$ cat src/rtl/calc1_sched_pkg.sv
`default_nettype none
// ============================================================================
// Module   : calc1_sched_pkg
// Purpose  : Shared types and constants for the calc1 request scheduler.
//            Holds the scheduler state encoding, calc1 command and response
//            codes, the default response timeout, and the small helpers used
//            by both the arbiter and the scheduler.
// Revision : 1.0  initial release
// ============================================================================
package calc1_sched_pkg;

    localparam int NUM_REQ = 4;
    localparam int CMD_W   = 4;
    localparam int DATA_W  = 32;
    localparam int RESP_W  = 2;

    // Number of WAIT cycles before a missing response is declared lost.
    localparam int DEFAULT_TIMEOUT = 16;

    // Scheduler states; explicit 2-bit encoding.
    typedef enum logic [1:0] {
        ST_IDLE = 2'd0,
        ST_OP2  = 2'd1,
        ST_WAIT = 2'd2
    } sched_state_t;

    // calc1 command codes
    localparam logic [CMD_W-1:0] CMD_NOP = 4'd0;
    localparam logic [CMD_W-1:0] CMD_ADD = 4'd1;
    localparam logic [CMD_W-1:0] CMD_SUB = 4'd2;
    localparam logic [CMD_W-1:0] CMD_SHL = 4'd5;
    localparam logic [CMD_W-1:0] CMD_SHR = 4'd6;

    // calc1 response codes (RESP_TIMEOUT is generated locally, never by calc1)
    localparam logic [RESP_W-1:0] RESP_NONE    = 2'd0;
    localparam logic [RESP_W-1:0] RESP_OK      = 2'd1;
    localparam logic [RESP_W-1:0] RESP_ERR     = 2'd2;
    localparam logic [RESP_W-1:0] RESP_TIMEOUT = 2'd3;

    // Requester vectors are big-endian: bit 0 (leftmost) is requester 0.
    function automatic logic [0:NUM_REQ-1] idx_to_onehot(input logic [1:0] idx);
        logic [0:NUM_REQ-1] v;
        v      = '0;
        v[idx] = 1'b1;
        return v;
    endfunction

endpackage

`default_nettype wire

$ cat src/rtl/rr_arbiter4.sv
`default_nettype none
// ============================================================================
// Module   : rr_arbiter4
// Purpose  : 4-way round-robin arbiter with internal priority pointer.
//            The search for a requester starts at the pointer; after each
//            grant the pointer moves to the slot just past the winner.
// Ports    : clk           - clock, rising edge
//            rst_n         - synchronous active-low reset (pointer -> 0)
//            i_enable      - grants are only issued while high
//            i_req[0:3]    - request vector, bit 0 = requester 0
//            o_grant[0:3]  - one-hot grant (combinational)
//            o_grant_idx   - index of the granted requester
//            o_grant_valid - a grant is being issued this cycle
// Revision : 1.0  initial release
// ============================================================================
module rr_arbiter4
    import calc1_sched_pkg::*;
(
    input  logic               clk,
    input  logic               rst_n,
    input  logic               i_enable,
    input  logic [0:NUM_REQ-1] i_req,
    output logic [0:NUM_REQ-1] o_grant,
    output logic [1:0]         o_grant_idx,
    output logic               o_grant_valid
);

    logic [1:0] r_ptr;
    logic [1:0] w_cand;
    logic [1:0] w_idx;
    logic       w_found;

    // Scan the four slots starting at the pointer; the first hit wins.
    always_comb begin
        w_found = 1'b0;
        w_idx   = 2'd0;
        w_cand  = 2'd0;
        for (int k = 0; k < NUM_REQ; k++) begin
            w_cand = r_ptr + 2'(k);
            if (!w_found && i_req[w_cand]) begin
                w_found = 1'b1;
                w_idx   = w_cand;
            end
        end
    end

    assign o_grant_valid = i_enable && w_found;
    assign o_grant_idx   = w_idx;
    assign o_grant       = o_grant_valid ? idx_to_onehot(w_idx) : '0;

    always_ff @(posedge clk) begin
        if (!rst_n) begin
            r_ptr <= 2'd0;
        end else if (o_grant_valid) begin
            r_ptr <= w_idx + 2'd1;
        end
    end

endmodule

`default_nettype wire

$ cat src/rtl/calc1_req_scheduler.sv
`default_nettype none
// ============================================================================
// Module   : calc1_req_scheduler
// Purpose  : Shares one calc1 port between four requesters. A round-robin
//            arbiter picks a requester in IDLE; the command and op1 are
//            presented to calc1, op2 on the following cycle, then the
//            scheduler waits for a response (or times out) and returns a
//            one-cycle completion pulse to the owning requester.
// Ports    : c_clk          - clock, rising edge
//            reset          - synchronous active-low reset
//            req_valid[0:3] - pending request per requester (bit 0 = req 0)
//            req_cmd        - 4-bit command per requester, req i at [4i:4i+3]
//            req_op1/op2    - 32-bit operands, req i at [32i:32i+31]
//            req_ready      - one-hot grant, operands captured while high
//            done_valid     - one-hot completion pulse
//            done_resp/data - completion response code and result
//            calc_cmd_out   - to calc1 req_cmd_in
//            calc_data_out  - to calc1 req_data_in
//            calc_resp_in   - from calc1 out_resp
//            calc_data_in   - from calc1 out_data
// Revision : 1.0  initial release
// ============================================================================
module calc1_req_scheduler
    import calc1_sched_pkg::*;
#(
    parameter int TIMEOUT = DEFAULT_TIMEOUT
)(
    input  logic                      c_clk,
    input  logic                      reset,
    input  logic [0:NUM_REQ-1]        req_valid,
    input  logic [0:NUM_REQ*CMD_W-1]  req_cmd,
    input  logic [0:NUM_REQ*DATA_W-1] req_op1,
    input  logic [0:NUM_REQ*DATA_W-1] req_op2,
    output logic [0:NUM_REQ-1]        req_ready,
    output logic [0:NUM_REQ-1]        done_valid,
    output logic [RESP_W-1:0]         done_resp,
    output logic [DATA_W-1:0]         done_data,
    output logic [CMD_W-1:0]          calc_cmd_out,
    output logic [DATA_W-1:0]         calc_data_out,
    input  logic [RESP_W-1:0]         calc_resp_in,
    input  logic [DATA_W-1:0]         calc_data_in
);

    localparam logic [7:0] c_TIMEOUT_LAST = 8'(TIMEOUT - 1);

    // ------------------------------------------------------------------
    // Registers and their next-state values
    // ------------------------------------------------------------------
    sched_state_t         r_state,      w_state_nxt;
    logic [CMD_W-1:0]     r_cmd_out,    w_cmd_out_nxt;
    logic [DATA_W-1:0]    r_data_out,   w_data_out_nxt;
    logic [DATA_W-1:0]    r_op2,        w_op2_nxt;
    logic [1:0]           r_owner,      w_owner_nxt;
    logic [7:0]           r_cnt,        w_cnt_nxt;
    logic [0:NUM_REQ-1]   r_done_valid, w_done_valid_nxt;
    logic [RESP_W-1:0]    r_done_resp,  w_done_resp_nxt;
    logic [DATA_W-1:0]    r_done_data,  w_done_data_nxt;

    // ------------------------------------------------------------------
    // Arbitration
    // ------------------------------------------------------------------
    logic               w_arb_enable;
    logic [0:NUM_REQ-1] w_grant;
    logic [1:0]         w_grant_idx;
    logic               w_grant_valid;

    // Holding reset low also suppresses grants so nothing is captured.
    assign w_arb_enable = (r_state == ST_IDLE) && reset;

    rr_arbiter4 u_arb (
        .clk           (c_clk),
        .rst_n         (reset),
        .i_enable      (w_arb_enable),
        .i_req         (req_valid),
        .o_grant       (w_grant),
        .o_grant_idx   (w_grant_idx),
        .o_grant_valid (w_grant_valid)
    );

    assign req_ready = w_grant;

    // Select the granted requester's command and operands.
    logic [CMD_W-1:0]  w_sel_cmd;
    logic [DATA_W-1:0] w_sel_op1;
    logic [DATA_W-1:0] w_sel_op2;

    always_comb begin
        w_sel_cmd = '0;
        w_sel_op1 = '0;
        w_sel_op2 = '0;
        for (int k = 0; k < NUM_REQ; k++) begin
            if (w_grant_idx == 2'(k)) begin
                w_sel_cmd = req_cmd[CMD_W*k +: CMD_W];
                w_sel_op1 = req_op1[DATA_W*k +: DATA_W];
                w_sel_op2 = req_op2[DATA_W*k +: DATA_W];
            end
        end
    end

    // ------------------------------------------------------------------
    // FSM: next-state and datapath updates
    // ------------------------------------------------------------------
    always_comb begin
        w_state_nxt      = r_state;
        w_cmd_out_nxt    = r_cmd_out;
        w_data_out_nxt   = r_data_out;
        w_op2_nxt        = r_op2;
        w_owner_nxt      = r_owner;
        w_cnt_nxt        = r_cnt;
        w_done_valid_nxt = '0;           // completion is a single-cycle pulse
        w_done_resp_nxt  = r_done_resp;
        w_done_data_nxt  = r_done_data;

        unique case (r_state)
            ST_IDLE: begin
                // calc_resp_in is deliberately ignored here (spurious).
                if (w_grant_valid) begin
                    w_owner_nxt = w_grant_idx;
                    if (w_sel_cmd != CMD_NOP) begin
                        w_cmd_out_nxt  = w_sel_cmd;
                        w_data_out_nxt = w_sel_op1;
                        w_op2_nxt      = w_sel_op2;
                        w_state_nxt    = ST_OP2;
                    end else begin
                        // NOP completes immediately without touching calc1.
                        w_done_valid_nxt = idx_to_onehot(w_grant_idx);
                        w_done_resp_nxt  = RESP_NONE;
                        w_done_data_nxt  = '0;
                    end
                end
            end

            ST_OP2: begin
                w_cmd_out_nxt  = '0;
                w_data_out_nxt = r_op2;
                w_cnt_nxt      = '0;
                w_state_nxt    = ST_WAIT;
            end

            ST_WAIT: begin
                w_cmd_out_nxt  = '0;
                w_data_out_nxt = '0;
                // A real response takes priority over a coincident timeout.
                if (calc_resp_in != RESP_NONE) begin
                    w_done_valid_nxt = idx_to_onehot(r_owner);
                    w_done_resp_nxt  = calc_resp_in;
                    w_done_data_nxt  = calc_data_in;
                    w_state_nxt      = ST_IDLE;
                end else if (r_cnt == c_TIMEOUT_LAST) begin
                    w_done_valid_nxt = idx_to_onehot(r_owner);
                    w_done_resp_nxt  = RESP_TIMEOUT;
                    w_done_data_nxt  = '0;
                    w_state_nxt      = ST_IDLE;
                end else begin
                    w_cnt_nxt = r_cnt + 8'd1;
                end
            end

            default: begin
                w_state_nxt = ST_IDLE;
            end
        endcase
    end

    // ------------------------------------------------------------------
    // State register
    // ------------------------------------------------------------------
    always_ff @(posedge c_clk) begin
        if (!reset) begin
            r_state      <= ST_IDLE;
            r_cmd_out    <= '0;
            r_data_out   <= '0;
            r_op2        <= '0;
            r_owner      <= 2'd0;
            r_cnt        <= '0;
            r_done_valid <= '0;
            r_done_resp  <= '0;
            r_done_data  <= '0;
        end else begin
            r_state      <= w_state_nxt;
            r_cmd_out    <= w_cmd_out_nxt;
            r_data_out   <= w_data_out_nxt;
            r_op2        <= w_op2_nxt;
            r_owner      <= w_owner_nxt;
            r_cnt        <= w_cnt_nxt;
            r_done_valid <= w_done_valid_nxt;
            r_done_resp  <= w_done_resp_nxt;
            r_done_data  <= w_done_data_nxt;
        end
    end

    assign calc_cmd_out  = r_cmd_out;
    assign calc_data_out = r_data_out;
    assign done_valid    = r_done_valid;
    assign done_resp     = r_done_resp;
    assign done_data     = r_done_data;

endmodule

`default_nettype wire

$ cat config.mk
export PLATFORM = sky130hd
export DESIGN_NAME = calc1_req_scheduler
export DESIGN_NICKNAME = d
export VERILOG_FILES = /design/src/rtl/calc1_sched_pkg.sv /design/src/rtl/rr_arbiter4.sv /design/src/rtl/calc1_req_scheduler.sv
export SDC_FILE = /design/constraint.sdc
export NUM_CORES = 1
export LEC_CHECK = 0
export ABC_AREA = 1
export BUFFER_PORTS_ARGS = -buffer_cell sky130_fd_sc_hd__buf_4
export CORE_AREA = 2 2 152 154
export CTS_CLUSTER_DIAMETER = 150
export DETAILED_ROUTE_END_ITERATION = 7
export DIE_AREA = 0 0 154 156
export GPL_ROUTABILITY_DRIVEN = 1
export PLACE_DENSITY_LB_ADDON = 0.08
export SETUP_SLACK_MARGIN = 0.3
export SLEW_MARGIN = 40
export SYNTH_ARGS = -nofsm -noshare
export SYNTH_HDL_FRONTEND = slang
export SYNTH_HIERARCHICAL = 1
export SYNTH_SLANG_ARGS = --single-unit
$ cat constraint.sdc
create_clock -name c_clk -period 2.8 [get_ports c_clk]
set_input_delay 0 -clock c_clk [delete_from_list [all_inputs] [get_ports c_clk]]
set_output_delay 0 -clock c_clk [all_outputs]
set_load 0.02 [all_outputs]
Word-level counts from Yosys, hierarchy flattened
Cells that the tools add are included.

operators by class
  $add $sub $neg = 5
  multiply operators = 0
  div/mod/pow operators = 0
  $lt $le $gt $ge = 8
  equality and inequality tests = 12
  shifts and indexed selects = 0
  multiplexer cells = 66
  bitwise operators = 6
  reduce and logical (&&, ||, !) cells = 26

operators with widths
  kind                                                                    count
  32-bit 2-to-1 mux                                                       14
  32-bit case mux with 3 select lines                                     1
  32-bit case mux with 2 select lines                                     1
  4-bit 2-to-1 mux                                                        11
  2-bit 2-to-1 mux                                                        12
  3-bit greater-or-equal comparator (second input constant)               6
  2-bit inverter with 3-bit output                                        6
  8-bit 2-to-1 mux                                                        2
  4-bit case mux with 2 select lines                                      2
  8-bit case mux with 2 select lines                                      1
  3-bit AND reduction                                                     5
  1-bit 2-to-1 mux                                                        14
  8-bit by 1-bit adder with 8-bit output (second input constant)          1
  1-bit binary-select mux with 2-bit select                               4
  8-bit by 4-bit equality test with 1-bit output (second input constant)  1
  2-bit nonzero test                                                      4
  1-bit logical AND                                                       7
  2-bit equality test (second input constant)                             3
  3-bit by 1-bit < comparator with 1-bit output (second input constant)   2
  2-bit inequality test (second input constant)                           3
  2-bit case mux with 3 select lines                                      1
  2-bit by 1-bit adder with 2-bit output (second input constant)          2
  2-bit adder (second input constant)                                     2
  1-bit demux with 2-bit select                                           2
  other kinds (11)                                                        16

word-level totals
  bits in registers = 120
  latch bits = 0
  bits in writable memories = 0
  ROM bits = 0
  input bits = 312
  output and inout bits = 78
  word-level logic and storage cells = 133
  memories kept = 0

Depth between registers and ports, before layout
  depth after elaboration = 23
  depth in mapped cells = 21
  gate-level depth less buffers = 19

Modules after synthesis
Netlist, hierarchy kept.

by module, submodules not included
  module               instances  cells each  area an instance (um2)  seq. area each (um2)
  calc1_req_scheduler  1          1208        7317.0                  2362.3
  rr_arbiter4          1          79          421.7                   40.0

Least setup slack after synthesis
No wires, ideal clock.

  kind = flip-flop to flip-flop
  start = register u_arb.r_ptr[0]
  end = register r_data_out[0] (netlist: calc_data_out[0])
  library setup time = 0.112 ns
  arrival time = 2.326 ns
  data required time = 2.688 ns
  setup slack = 0.363 ns
  cell stages (with the launch flop) = 21
  buffers on the path = 3
  clock period less this slack = 2.437 ns
  cell sequence = dfxtp_1 buf_6 nand2_2 nand3_1 nand2_1 inv_1 nand2_1 nand2_1 nand2_2 a31oi_1 buf_4 inv_2 nand3_1 nand4_1 nor2_2 nand3_2 nand2_1 inv_2 buf_2 nor2_1 nor2_1

between the ends
  cells in the longest elaborated chain, start to end = 22
  elaborated cells between the ends (all ways) = 53
  classes of those cells = add/sub (3); eq/ne (5); mux (31); bitwise (4); reduce/logical (10)

ends and longest elaborated chain
  what                                                                                                    line                        source
  start: declaration                                                                                      rr_arbiter4.sv:28           logic [1:0] r_ptr;
  start signal: assignment                                                                                rr_arbiter4.sv:55           r_ptr <= w_idx + 2'd1;
  branches (longest 13 deep; another with 2-bit by 1-bit adder with 2-bit output)                         n/a
  2-bit 2-to-1 mux *                                                                                      rr_arbiter4.sv:40           if (!w_found && i_req[w_cand]) begin
  named net w_grant_idx[0]                                                                                calc1_req_scheduler.sv:64   logic [1:0] w_grant_idx;
  2-bit logical NOT                                                                                       calc1_req_scheduler.sv:92   if (w_grant_idx == 2'(k)) begin
  4-bit 2-to-1 mux or 32-bit 2-to-1 mux (tied branches) (4 in series)                                     calc1_req_scheduler.sv:92
  4-bit nonzero test or 32-bit 2-to-1 mux (tied branches)                                                 calc1_req_scheduler.sv:119  if (w_sel_cmd != CMD_NOP) begin
  2-bit by 1-bit inequality test with 1-bit output (no source line) or 32-bit 2-to-1 mux (tied branches)  n/a
  3-bit AND reduction (no source line) or 32-bit case mux with 3 select lines (tied branches)             n/a
  end signal: assignment                                                                                  calc1_req_scheduler.sv:182  r_data_out <= w_data_out_nxt;
  end: declaration                                                                                        calc1_req_scheduler.sv:51   logic [DATA_W-1:0] r_data_out, w_data_out_nxt;

Mark *: on every way through the listed nets, which the timed path passes. The select of a mux whose other input is x is not followed.
A chain may end at the register's enable or synchronous reset.

Worst setup path in the final report
  start = register u_arb.r_ptr[0]
  end = register r_done_data[9] (netlist: done_data[9])

between the ends
  cells in the longest elaborated chain, start to end = 22
  elaborated cells between the ends (all ways) = 46
  classes of those cells = add/sub (3); eq/ne (5); mux (24); bitwise (4); reduce/logical (10)

ends and longest elaborated chain
  what                                                                             line                        source
  branches (longest 13 deep; another with 2-bit by 1-bit adder with 2-bit output)  n/a
  2-bit 2-to-1 mux *                                                               rr_arbiter4.sv:40
  named net w_grant_idx[0]                                                         calc1_req_scheduler.sv:64
  2-bit logical NOT                                                                calc1_req_scheduler.sv:92
  4-bit 2-to-1 mux (3 in series)                                                   calc1_req_scheduler.sv:92
  4-bit 2-to-1 mux *                                                               calc1_req_scheduler.sv:92
  4-bit nonzero test *                                                             calc1_req_scheduler.sv:119
  2-bit inequality test (no source line) *                                         n/a
  4-bit AND reduction (no source line) *                                           n/a
  end signal: assignment                                                           calc1_req_scheduler.sv:188  r_done_data <= w_done_data_nxt;
  end: declaration                                                                 calc1_req_scheduler.sv:57   logic [DATA_W-1:0] r_done_data, w_done_data_nxt;

Marks and branches as above.

==> tab_implementation.tex <==
\begin{tabular}{lr}
\hline
Metric & Value \\
\hline
\multicolumn{2}{l}{\textbf{Drt}} \\
\quad Remaining routing DRC violations & 0 \\
\quad Average wire length per cell after detail routing & 16.6 um \\
\quad Pre-Repair DR Iteration Count & 5 \\
\quad Total number of vias & about 10000 \\
\quad Initial drt markers & just under 600 \\
\quad Routed wire length & 33200 um \\
\quad Ratio of routed vias to standard cells & 4.99 \\
\quad Post-route antenna net violation count & 0 \\
\multicolumn{2}{l}{\textbf{Clock network}} \\
\quad Clock root buffer & sky130\_fd\_sc\_hd\_\_clkbuf\_16 \\
\quad Clk\_lat worst skew & about 0.42 ns \\
\quad Depth of the CTS H-tree & 4 \\
\quad Clock tree from TritonCTS & done \\
\quad Clock transition at the registers of the reported paths & 0.07 ns \\
\quad Clk sinks & 120 \\
\quad Clock buffer count from CTS & 17 \\
\quad Maximum count of clock buffers along a single path & 2 \\
\multicolumn{2}{l}{\textbf{Timing}} \\
\quad Endpoints failing hold & 2 \\
\quad Sum Neg Setup Slack & 0 ns \\
\quad Final Skew & roughly 0.013 ns \\
\quad Transition time at the pin with the least slew margin & 0.840 ns \\
\quad Final hold slack & -0.0218 ns \\
\quad Max\_slew headroom & 44.0\% \\
\quad Final slew viol count & 0 \\
\quad RSZ-0062 raised after global routing & yes \\
\quad Final Worst Setup Slack & about 0.17 ns \\
\quad Peak clock frequency supported by timing & 0.381 GHz \\
\quad Final period utilization & 93.8\% \\
\quad Number of setup violations in the final report & 0 \\
\quad Minimum period implied by the final worst setup slack & 2.63 ns \\
\multicolumn{2}{l}{\textbf{Placed design}} \\
\quad Pre-CTS setup slack & 0.0485 ns \\
\quad HPWL after DPL & 23900 um \\
\quad Port Buffers & 389 \\
\quad Routability Congestion & just over 0.9 \\
\quad DP Cell Count & between 1500 and 2000 \\
\multicolumn{2}{l}{\textbf{Power}} \\
\quad Power per cell area & 1440 mW/mm2 \\
\quad Static leakage & 5.88 nW \\
\quad IR Drop Worst-Case VDD & 0.000755 V \\
\multicolumn{2}{l}{\textbf{Floorplanning}} \\
\quad Chip Width & 154 um \\
\quad Die extent in y & $\sim$160 um \\
\quad Number of standard-cell rows in the floorplan & 55 \\
\quad Initial core utilization & around a third \\
\quad DIE AREA & 0.0240 mm2 \\
\quad Boundary pin count & 390 \\
\quad Placeable Area & between 0.02 and 0.025 mm2 \\
\multicolumn{2}{l}{\textbf{Logic synthesis}} \\
\quad Proportion of synthesized chip area in sequential cells & 31.0\% \\
\quad Post-synthesis instance total & $\sim$1300 \\
\quad Register bit count reported by yosys & 120 \\
\quad Post-Synthesis Mean Instance Area & 6.01 um2 \\
\quad Cell area after technology mapping & 0.00774 mm2 \\
\quad Yosys warns & 6 \\
\quad Syn\_nets & 1605 \\
\quad Synth unique cells & 28 \\
\multicolumn{2}{l}{\textbf{Job}} \\
\quad Max cap viols & 0 \\
\multicolumn{2}{l}{\textbf{Worst setup path}} \\
\quad Crit Path Category & reg -> reg \\
\quad Slowest cell on the critical path & sky130\_fd\_sc\_hd\_\_dfxtp\_4 \\
\quad Highest fanout seen on the critical path & 13 \\
\quad CP Data Required Time & 3.11 ns \\
\quad Launching instance or port of the critical path & u\_arb/r\_ptr[0] \\
\quad Cell-by-cell listing of the critical path & buf\_6 > nand2\_2 > nand2\_2 > buf\_12 > nor2\_4 > nor2\_2 > a31oi\_4 > buf\_12 > buf\_6 > nand3\_1 > nand4\_2 > nor2\_4 > nand2\_8 > nand2\_8 > clkbuf\_16 > nand3\_1 > nand2\_1 > nor2\_1 \\
\quad Critical path arrival & about 2.9 ns \\
\quad Origin of the critical flop-to-flop path & u\_arb/r\_ptr[0] \\
\quad Maximum single-stage delay on the critical path & $\sim$0.37 ns \\
\quad Category of the worst setup path capture point & flop \\
\quad Kind of start point of the critical path & flop \\
\multicolumn{2}{l}{\textbf{Hold path}} \\
\quad Launch instance of the worst min-delay path & req\_op2[117] \\
\quad Type of the most critical hold path & in -> reg \\
\multicolumn{2}{l}{\textbf{Cells and area}} \\
\quad Fraction of layout cells with a size suffix above 1 & 33.6\% \\
\quad Synthesis-to-finish area growth & 62.0\% \\
\quad Number of nets at the end of the flow & 2021 \\
\quad \# diodes & 0 \\
\quad Final instance count without filler cells & 2001 \\
\multicolumn{2}{l}{\textbf{GRT}} \\
\quad Sum of overflow across all layers after global routing & 0 \\
\quad Initial antenna violation count & 0 \\
\quad GRT Total Usage & 26.6\% \\
\quad Wire length of the first global-routing pass & 50400 um \\
\quad Via count of the first global-routing pass & 9582 \\
\quad Pin count of the biggest net entering global routing & approximately 100 \\
\multicolumn{2}{l}{\textbf{Status}} \\
\quad Run status & finished with violations \\
\quad Violations in the final reports & negative hold slack \\
\hline
\end{tabular}
-- per-stage QoR --
step	hold WS (ns)	util, %	area, um2	power, mW
6_report	-0.0218	56.1	12500	18.0
2_1_floorplan	0.0976	-	7740	10.6
5_1_grt	0.00788	56.1	12500	19.6
3_3_place_gp	0.244	49.0	10900	14.0
4_1_cts	0.0000359	54.6	12200	17.2
3_5_place_dp	0.248	49.0	11000	14.1
-- final cells by class --
cell class | instances | area (um2)
Clock buffer | 19 | 443
Clock inverter | 13 | 171
Fill cell | 2297 | 9830
Inverter | 70 | 273
Multi-Input combinational cell | 1006 | 4820
Sequential cell | 120 | 2410
Tap cell | 285 | 357
Timing Repair Buffer | 488 | 4060
-- Yosys cell counts --
cell type	number	area share, %
sky130_fd_sc_hd__nand2_1	356	17
sky130_fd_sc_hd__nor2_1	210	10
sky130_fd_sc_hd__nand3_1	180	12
sky130_fd_sc_hd__a21oi_1	124	8.0
sky130_fd_sc_hd__dfxtp_1	120	31
sky130_fd_sc_hd__inv_1	58	2.8
sky130_fd_sc_hd__o21ai_0	53	3.4
sky130_fd_sc_hd__buf_2	36	2.3
sky130_fd_sc_hd__clkbuf_1	34	1.6
sky130_fd_sc_hd__nand4_1	25	2.0
sky130_fd_sc_hd__a21oi_2	11	1.2
sky130_fd_sc_hd__buf_6	10	1.5
sky130_fd_sc_hd__nand2_2	10	0.81
sky130_fd_sc_hd__buf_4	7	0.68
sky130_fd_sc_hd__inv_2	7	0.34
sky130_fd_sc_hd__ha_1	6	0.97
sky130_fd_sc_hd__nand3_2	6	0.78
sky130_fd_sc_hd__clkinv_1	5	0.24
sky130_fd_sc_hd__buf_1	4	0.19
sky130_fd_sc_hd__nor2_2	4	0.32
sky130_fd_sc_hd__nor2_4	4	0.58
sky130_fd_sc_hd__nor3_1	4	0.26
sky130_fd_sc_hd__nand2_4	3	0.44
sky130_fd_sc_hd__nand4_2	3	0.49
sky130_fd_sc_hd__a31oi_1	2	0.16
sky130_fd_sc_hd__xnor2_1	2	0.23
sky130_fd_sc_hd__xor2_1	2	0.23
sky130_fd_sc_hd__buf_8	1	0.19
-- registers in the layout, summed over array words and instances, names as in the netlist, 4 cells and up --
signal / cells
done_data: 32
r_cnt: 8
calc_data_out: 32
done_valid: 4
calc_cmd_out: 4
r_op2: 32
-- critical path, delay by kind of cell (launching register included) --
| kind | cells | cell delay, ns |
|---|---|---|
| AND/OR/NAND/NOR | 12 | 1.30 |
| AO/OA/AOI/OAI | 1 | 0.12 |
| buffers and inverters | 5 | 0.71 |
| flip-flops | 1 | 0.37 |
-- cell families after synthesis --
group | Yosys count | share of synthesized area [%]
simple gates | 805 | 44.8
compound gates | 190 | 12.9
buf+inv | 162 | 9.89
flops | 120 | 31.0
fa+ha+maj | 6 | 0.970
xor+xnor | 4 | 0.453
-- power by group --
part	internal (mW)	switching, mW
Clock	1.43	0.840
Sequential	2.19	0.218
Combinational	5.23	8.12
Total	8.85	9.18
-- repair_timing --
action | 4_1_cts | 5_1_grt
gates resized for setup | 33 | 40
hold buffers | 40 | 0
setup buffers | 4 | 8
pin swaps | 4 | 7
cloned | 3 | 6
endpoints found under the setup margin | 108 | 108
hold endpoints to repair | 42 | 0
-- path summary, 6_finish.rpt --
| path | end | cells past startpoint | slack [ns] |
|---|---|---|---|
| setup / recovery | done_data[9] | 18 | 0.17 |
| hold / removal | r_op2[10] | 5 | -0.02 |
| setup reg to reg | done_data[9] | 18 | 0.17 |
| hold reg to reg | r_op2[25] | 2 | 0.45 |
-- layer usage --
layer,global-route usage [%],wire [um]
met1,31.8,13600
met2,47.8,16800
met4,8.19,719
met5,0,0
met3,5.64,2040
-- cell usage in the layout, fill, tap and decap left out, types with 3 or more instances in the layout --
cell type,instances
sky130_fd_sc_hd__buf_4,420
sky130_fd_sc_hd__nand2_1,347
sky130_fd_sc_hd__nor2_1,204
sky130_fd_sc_hd__nand3_1,173
sky130_fd_sc_hd__dfxtp_1,118
sky130_fd_sc_hd__a21oi_1,105
sky130_fd_sc_hd__inv_1,56
sky130_fd_sc_hd__o21ai_0,51
sky130_fd_sc_hd__dlygate4sd3_1,40
sky130_fd_sc_hd__a21oi_2,29
sky130_fd_sc_hd__nand4_1,25
sky130_fd_sc_hd__clkbuf_16,21
sky130_fd_sc_hd__nand2_2,16
sky130_fd_sc_hd__buf_12,12
sky130_fd_sc_hd__nand3_2,11
sky130_fd_sc_hd__buf_6,8
sky130_fd_sc_hd__nor2_2,7
sky130_fd_sc_hd__nor2_4,7
sky130_fd_sc_hd__inv_2,6
sky130_fd_sc_hd__clkinv_4,6
sky130_fd_sc_hd__clkinv_1,5
sky130_fd_sc_hd__nand2_4,5
sky130_fd_sc_hd__ha_1,5
sky130_fd_sc_hd__nor3_1,4
sky130_fd_sc_hd__nand4_2,3
sky130_fd_sc_hd__bufinv_16,3
Note: power is estimated with default switching activity, not from simulation.
